### src/rtl/phase_detect_filter.sv
// -----------------------------------------------------------------------------
// phase_detect_filter
//
// Digital phase/frequency detector plus PI loop filter for the ADPLL. Sits
// directly upstream of the phase-accumulator DCO: rising edges of the external
// reference are compared with rising edges of the DCO output. Their separation
// is measured in fpga_clk_i cycles and turned into the K tuning word that
// drives the accumulator's k_val_i.
//
// Ports
//   fpga_clk_i  in   1        system clock, all logic on the rising edge
//   reset_i     in   1        synchronous, active-low reset
//   enable_i    in   1        loop enable; low freezes the loop
//   ref_clk_i   in   1        reference clock (asynchronous)
//   dco_clk_i   in   1        DCO output clock (asynchronous)
//   k_val_o     out  K_WIDTH  tuning word, unsigned, registered, never 0
//   k_valid_o   out  1        one-cycle pulse when k_val_o takes a new value
//   lock_o      out  1        lock indicator
//
// Optional feature
//   PHASE_DETECT_LOCK_DET_EN  when defined, a lock counter counts consecutive
//                             updates with |err| <= LOCK_TOL. lock_o is high
//                             while the count sits at LOCK_COUNT. When it is
//                             not defined, lock_o is tied low.
//
// Measurement flow
//   IDLE waits for the first edge of either clock. REF_FIRST / DCO_FIRST count
//   cycles until the other clock's edge closes the measurement. A second edge
//   of the leading clock is a cycle slip and reports full-scale error. UPDATE
//   runs the PI filter for one cycle and then returns to IDLE.
//   Closing edge pulse in cycle N -> UPDATE in N+1 -> k_val_o/k_valid_o in N+2.
// -----------------------------------------------------------------------------
module phase_detect_filter #(
  parameter int K_WIDTH    = 9,
  parameter int ERR_WIDTH  = 10,
  parameter int KP_SHIFT   = 2,
  parameter int KI_SHIFT   = 5,
  parameter int K_INIT     = 64,
  parameter int LOCK_TOL   = 2,
  parameter int LOCK_COUNT = 16
) (
  input  logic               fpga_clk_i,
  input  logic               reset_i,
  input  logic               enable_i,
  input  logic               ref_clk_i,
  input  logic               dco_clk_i,
  output logic [K_WIDTH-1:0] k_val_o,
  output logic               k_valid_o,
  output logic               lock_o
);

  // The integrator carries one bit more than the K path plus the integral shift.
  // Because of that margin, integ >>> KI_SHIFT can swing across the full K range.
  localparam int INT_WIDTH = K_WIDTH + KI_SHIFT + 1;
  localparam int INT_EXT   = INT_WIDTH + 1;
  localparam int CNT_WIDTH = ERR_WIDTH - 1;
  localparam int SUM_WIDTH = INT_WIDTH + 2;

  localparam logic [CNT_WIDTH-1:0]        CNT_MAX     = {CNT_WIDTH{1'b1}};
  localparam logic [CNT_WIDTH-1:0]        CNT_ONE     = CNT_WIDTH'(1);
  localparam logic signed [ERR_WIDTH-1:0] ERR_POS_MAX = {1'b0, {CNT_WIDTH{1'b1}}};
  localparam logic signed [ERR_WIDTH-1:0] ERR_NEG_MAX = -ERR_POS_MAX;
  localparam logic signed [INT_WIDTH-1:0] INT_MAX     = {1'b0, {(INT_WIDTH-1){1'b1}}};
  localparam logic signed [INT_WIDTH-1:0] INT_MIN     = {1'b1, {(INT_WIDTH-1){1'b0}}};
  localparam logic signed [SUM_WIDTH-1:0] K_LO        = SUM_WIDTH'(1);
  localparam logic signed [SUM_WIDTH-1:0] K_HI        = SUM_WIDTH'((1 << K_WIDTH) - 1);
  localparam logic signed [SUM_WIDTH-1:0] K_BASE      = SUM_WIDTH'(K_INIT);
  localparam logic [K_WIDTH-1:0]          K_RESET     = K_WIDTH'(K_INIT);

  typedef enum logic [1:0] {
    IDLE      = 2'd0,
    REF_FIRST = 2'd1,
    DCO_FIRST = 2'd2,
    UPDATE    = 2'd3
  } state_t;

  // Saturate a one-bit-wider integrator sum back into INT_WIDTH.
  // Overflow shows up as a disagreement between the two top bits.
  function automatic logic signed [INT_WIDTH-1:0] sat_integ(
    input logic signed [INT_EXT-1:0] v
  );
    if (v[INT_EXT-1] != v[INT_EXT-2]) begin
      return v[INT_EXT-1] ? INT_MIN : INT_MAX;
    end
    return $signed(v[INT_WIDTH-1:0]);
  endfunction

  // Clamp the PI output into [1, 2^K_WIDTH-1]. A zero tuning word would stall
  // the DCO, and the loop could then never recover.
  function automatic logic [K_WIDTH-1:0] clamp_k(
    input logic signed [SUM_WIDTH-1:0] v
  );
    if (v < K_LO) begin
      return K_WIDTH'(1);
    end
    if (v > K_HI) begin
      return {K_WIDTH{1'b1}};
    end
    return v[K_WIDTH-1:0];
  endfunction

  logic ref_p0, ref_p1, ref_p2;
  logic dco_p0, dco_p1, dco_p2;
  logic ref_rise, dco_rise;

  state_t                  state_q, state_d;
  logic [CNT_WIDTH-1:0]    cnt_q, cnt_d, cnt_inc;
  logic signed [ERR_WIDTH-1:0] err_d, err_p3;

  logic                        vld_p3;
  logic signed [INT_EXT-1:0]   integ_sum_p3;
  logic signed [INT_WIDTH-1:0] integ_new_p3;
  logic signed [SUM_WIDTH-1:0] k_sum_p3;
  logic signed [INT_WIDTH-1:0] integ_q;
  logic [K_WIDTH-1:0]          k_val_p4;
  logic                        vld_p4;

  // ---- Stage p0..p2: two-flop synchronisers plus edge registers -------------
  // Both clocks go through identical paths so that the measured separation is
  // not biased by the input stage.
  always_ff @(posedge fpga_clk_i) begin
    if (!reset_i) begin
      ref_p0 <= 1'b0;
      ref_p1 <= 1'b0;
      ref_p2 <= 1'b0;
      dco_p0 <= 1'b0;
      dco_p1 <= 1'b0;
      dco_p2 <= 1'b0;
    end else begin
      ref_p0 <= ref_clk_i;
      ref_p1 <= ref_p0;
      ref_p2 <= ref_p1;
      dco_p0 <= dco_clk_i;
      dco_p1 <= dco_p0;
      dco_p2 <= dco_p1;
    end
  end

  assign ref_rise = ref_p1 & ~ref_p2;
  assign dco_rise = dco_p1 & ~dco_p2;

  // ---- Stage p3: edge-order FSM and separation counter ----------------------
  assign cnt_inc = (cnt_q == CNT_MAX) ? cnt_q : cnt_q + CNT_ONE;

  always_comb begin
    state_d = state_q;
    cnt_d   = cnt_q;
    err_d   = err_p3;
    if (!enable_i) begin
      // Abandon any pending measurement. Re-enabling starts from a clean IDLE.
      state_d = IDLE;
      cnt_d   = '0;
    end else begin
      case (state_q)
        IDLE: begin
          cnt_d = '0;
          if (ref_rise && dco_rise) begin
            err_d   = '0;
            state_d = UPDATE;
          end else if (ref_rise) begin
            cnt_d   = CNT_ONE;
            state_d = REF_FIRST;
          end else if (dco_rise) begin
            cnt_d   = CNT_ONE;
            state_d = DCO_FIRST;
          end
        end
        REF_FIRST: begin
          // A DCO edge closes the measurement, even when it coincides with
          // the next reference edge.
          if (dco_rise) begin
            err_d   = $signed({1'b0, cnt_q});
            state_d = UPDATE;
          end else if (ref_rise) begin
            err_d   = ERR_POS_MAX;
            state_d = UPDATE;
          end else begin
            cnt_d = cnt_inc;
          end
        end
        DCO_FIRST: begin
          if (ref_rise) begin
            err_d   = -$signed({1'b0, cnt_q});
            state_d = UPDATE;
          end else if (dco_rise) begin
            err_d   = ERR_NEG_MAX;
            state_d = UPDATE;
          end else begin
            cnt_d = cnt_inc;
          end
        end
        default: begin
          // UPDATE: edges seen in this cycle are deliberately dropped.
          cnt_d   = '0;
          state_d = IDLE;
        end
      endcase
    end
  end

  always_ff @(posedge fpga_clk_i) begin
    if (!reset_i) begin
      state_q <= IDLE;
      cnt_q   <= '0;
    end else begin
      state_q <= state_d;
      cnt_q   <= cnt_d;
    end
  end

  always_ff @(posedge fpga_clk_i) begin
    err_p3 <= err_d;
  end

  // ---- Stage p4: PI filter, registered tuning word --------------------------
  assign vld_p3       = enable_i && (state_q == UPDATE);
  assign integ_sum_p3 = INT_EXT'(integ_q) + INT_EXT'(err_p3);
  assign integ_new_p3 = sat_integ(integ_sum_p3);
  assign k_sum_p3     = K_BASE
                      + SUM_WIDTH'(err_p3 >>> KP_SHIFT)
                      + SUM_WIDTH'(integ_new_p3 >>> KI_SHIFT);

  always_ff @(posedge fpga_clk_i) begin
    if (!reset_i) begin
      integ_q  <= '0;
      k_val_p4 <= K_RESET;
      vld_p4   <= 1'b0;
    end else begin
      vld_p4 <= vld_p3;
      if (vld_p3) begin
        integ_q  <= integ_new_p3;
        k_val_p4 <= clamp_k(k_sum_p3);
      end
    end
  end

  assign k_val_o   = k_val_p4;
  assign k_valid_o = vld_p4;

`ifdef PHASE_DETECT_LOCK_DET_EN
  localparam int LCNT_WIDTH = $clog2(LOCK_COUNT + 1);
  localparam logic [LCNT_WIDTH-1:0] LCNT_FULL = LCNT_WIDTH'(LOCK_COUNT);
  localparam logic [LCNT_WIDTH-1:0] LCNT_ONE  = LCNT_WIDTH'(1);
  localparam logic [ERR_WIDTH-1:0]  LOCK_TOL_U = ERR_WIDTH'(LOCK_TOL);

  logic [ERR_WIDTH-1:0]  err_abs_p3;
  logic [LCNT_WIDTH-1:0] lock_cnt_q, lock_cnt_d;
  logic                  lock_q;

  // |err| fits in ERR_WIDTH bits because err never reaches the negative rail.
  assign err_abs_p3 = err_p3[ERR_WIDTH-1] ? $unsigned(-err_p3) : $unsigned(err_p3);

  always_comb begin
    lock_cnt_d = '0;
    if (err_abs_p3 <= LOCK_TOL_U) begin
      lock_cnt_d = (lock_cnt_q == LCNT_FULL) ? lock_cnt_q : lock_cnt_q + LCNT_ONE;
    end
  end

  // Lock state advances only on filter updates, so it moves with k_valid_o.
  always_ff @(posedge fpga_clk_i) begin
    if (!reset_i) begin
      lock_cnt_q <= '0;
      lock_q     <= 1'b0;
    end else if (vld_p3) begin
      lock_cnt_q <= lock_cnt_d;
      lock_q     <= (lock_cnt_d == LCNT_FULL);
    end
  end

  assign lock_o = lock_q;
`else
  assign lock_o = 1'b0;
`endif

endmodule

### config.mk
export PLATFORM = sky130hd
export DESIGN_NAME = phase_detect_filter
export DESIGN_NICKNAME = d
export VERILOG_FILES = /design/src/rtl/phase_detect_filter.sv
export SDC_FILE = /design/constraint.sdc
export NUM_CORES = 1
export LEC_CHECK = 0
export ABC_CLOCK_PERIOD_IN_PS = 8300
export CAP_MARGIN = 40
export CORE_MARGIN = 2
export CORE_UTILIZATION = 50
export CTS_CLUSTER_DIAMETER = 30
export DETAILED_ROUTE_END_ITERATION = 12
export PLACE_DENSITY = 0.78
export SLEW_MARGIN = 5
export SYNTH_ARGS = -nofsm -noshare
export SYNTH_HDL_FRONTEND = slang
export SYNTH_SLANG_ARGS = --single-unit
### constraint.sdc
create_clock -name fpga_clk_i -period 8.3 [get_ports fpga_clk_i]
set_input_delay 0.83 -clock fpga_clk_i [delete_from_list [all_inputs] [get_ports fpga_clk_i]]
set_output_delay 0.83 -clock fpga_clk_i [all_outputs]
set_load 0.005 [all_outputs]
==> results.yml <==
die:
  io-pin-count: 16
  num_rows: 31
  initial_core_util: 0.511
  die_w_um: 89.7
  coreArea_sq_um: 7180
  fp.dieH_um: 89.7
  dieArea_sq_um: 8040
grt:
  grt_max_degree: 26
  grt_usage: 0.217
  grt_pass1_vias: 2962
  antenna_found_initial: 0
  grt_first_pass_wirelength_um: 13700
  grt_overflow: 0
sta:
  final.min_clock_period_ps: 5800
  setup_viol: 0
  slew-limit-headroom: 0.441
  tns_ps: 0
  maxClockFrequency_mhz: 172
  hold_violations: 0
  rsz0062_at_grt: "no"
  worstMarginPinSlew_ps: 838
  post-route-period-util: 0.699
  slew_viol_final: 0
  fin_skew_ps: 7.56
clock_network:
  cts-buffers-inserted: 5
  cts.repair.resized: 0
  htreeDepth: 2
  post_cts_buffers: 0
  root_buffer: "clkbuf_8"
  clk_latency_ps: 310
  cts_sinks: 52
  cts_tree: "yes"
  ctsHoldBuffers: 0
  clockBufferDepth: 2
  clk_pin_slew_ps: 100
power:
  pwr-share-comb: 0.177
  vdd_drop_max_uv: 110
  p_leak_nw: 1.77
  seqPwrFrac: 0.445
  finalPower_w: 0.000595
  p_int_w: 0.000441
  power_switching_w: 0.000154
  power_density_nw_per_um2: 147
  switching_share: 0.259
  clockPowerShare: 0.378
setup_path:
  cp-start-kind: "register"
  crit_fanout: 18
  cp.required_ps: 8500
  arrival_ps: 6000
  slowest_stage: "ha_1"
  path_cells: "ha_1 > and4_1 > nand2_1 > a211oi_1 > o2111ai_1 > nand2_1 > inv_1 > ha_1 > inv_1 > nand2_1 > nand2_1 > ha_1 > ha_1 > fa_1 > a21o_1 > a221o_1 > o41ai_4 > xor2_2 > nand4_1 > o221a_1"
  critical_path_class: "reg2reg"
  cp-end-kind: "register"
  max_stage_delay_ps: 620
final_layout:
  insertedDiodeCount: 0
  layout_commonest_cell: "nand2_1"
  fin_nets: 492
  final_cell_mix: "47 x nand2_1, 45 x ha_1, 42 x dfxtp_1, 30 x nor2_1, 29 x a21oi_1"
  layout-drive-gt1-share: 0.0385
  fin_cells: 540
  area_delta_synth_final_pct: 10.2
drt:
  drc: 0
  firstDrtPassIters: 5
  drt_wl_total_um: 8220
  drt-initial-drc-count: 231
  final_antenna_net_count: 0
  viasPerCell: 5.90
  wl_per_cell_um: 15.2
  dr_total_vias: 3185
placed_design:
  place_congestion: 0.905
  hpwl_um: 6270
  place_inst: 532
  port_buffers: 14
synthesis:
  synth_top_flop_cell: "dfxtp_1"
  synth_edf_count: 10
  ys_seq_area_frac: 0.311
  synth_nets: 485
  netlist_area_sq_um: 3670
  synthDistinctLibCells: 61
  ys_seq_elements: 52
  avgSynthCellArea_sq_um: 8.48
  yosysTopAreaCell: "dfxtp_1"
  synth_top_area_share: 0.229
  synth_cells: 433
  postSynth.asyncResetShare: 0
  yosys_warnings: 0
  synth.area.top_cells: "dfxtp_1 23%, ha_1 15%, edfxtp_1 8.2%"
min_path:
  hp-class: "reg2reg"
flow_run:
  drv_cap: 0
outcome:
  status: "complete, no violations"
==> final timing paths <==
kind | from | endpoint | slack, ps | cells after the start
max | err_p3[9]$_DFFE_PP_ | k_val_o[0]$_SDFFE_PN0P_ | 2500 | 20
min | dco_p0$_SDFF_PN0_ | dco_p1$_SDFF_PN0_ | 450 | 1
max reg2reg | err_p3[9]$_DFFE_PP_ | k_val_o[0]$_SDFFE_PN0P_ | 2500 | 20
min reg2reg | dco_p0$_SDFF_PN0_ | dco_p1$_SDFF_PN0_ | 450 | 1
==> worst max-delay path: cells and delay by family, from the launching register on <==
family / cells / cell delay, ps
compound gates: 6 / 1630
flops: 1 / 550
simple gates: 6 / 940
xor+xnor: 1 / 360
buf+inv: 2 / 230
fa+ha+maj: 5 / 1990
==> flip-flops by register name, indices dropped and copies added (netlist names) <==
name / cells
k_val_o: 9
k_valid_o: 1
dco_p1: 1
cnt_q: 9
state_q: 2
err_p3: 10
ref_p0: 1
integ_q: 15
ref_p2: 1
dco_p0: 1
ref_p1: 1
dco_p2: 1
==> area by class of cell <==
type / count / area, sq um
clock buffers: 6 / 93.8
repair buffers: 16 / 155
well taps: 99 / 124
inverters: 22 / 82.6
fillers: 621 / 3130
clock inverters: 2 / 60.1
flip-flops and latches: 52 / 1140
multi-input cells: 343 / 2390
==> metal layers <==
layer | wire length, um | vias up | global-route usage
met3 | 442 | 20 | 0.0329
met5 | 0 | - | 0
met1 | 3650 | 1484 | 0.281
li1 | - | 1579 | -
met2 | 3890 | 102 | 0.368
met4 | 241 | 0 | 0.0773
==> through the flow <==
stage                     utilization  worst slack [ps]  hold WS, ps  area, sq um
after floorplan                     -              3140          412         3670
after global placement          0.542              2780          415         3890
after detailed placement        0.542              2560          423         3890
after CTS                       0.564              2510          447         4050
after global routing            0.564              2050          461         4050
final                           0.564              2500          446         4050
==> synth_stat cells (4+ instances only) <==
cell	n
xnor2_1	11
o311ai_0	5
o21ai_0	27
nor3_1	9
nand3_1	8
inv_1	21
a21o_1	8
ha_1	45
dfxtp_1	42
a21oi_1	29
a211oi_1	4
nand4_1	5
nand2b_1	14
and3_1	6
nand2_1	47
o31ai_1	4
edfxtp_1	10
xor2_1	9
clkbuf_1	14
nor2_1	30
a22o_1	9
o21ai_1	9
and2_1	13
==> power groups by stage <==
stage,clock network (W),logic (W),registers [W]
after floorplan,0,0.0000798,0.000270
after global routing,0.000236,0.000118,0.000266
after global placement,0,0.000101,0.000271
after detailed placement,0,0.000103,0.000271
final,0.000225,0.000106,0.000265
after CTS,0.000229,0.000104,0.000265
==> logic make-up after synthesis <==
logic type               count (synthesis)  share of synthesized area
AO/OA/AOI/OAI                          124                      0.226
XOR/XNOR                                21                     0.0522
adder cells (fa/ha/maj)                 47                      0.164
buffers and inverters                   38                     0.0399
flip-flops                              52                      0.311
multiplexers                             4                     0.0113
other                                    1                    0.00102
AND/OR/NAND/NOR                        146                      0.194
No activity file was read; power rests on OpenSTA's default activity.
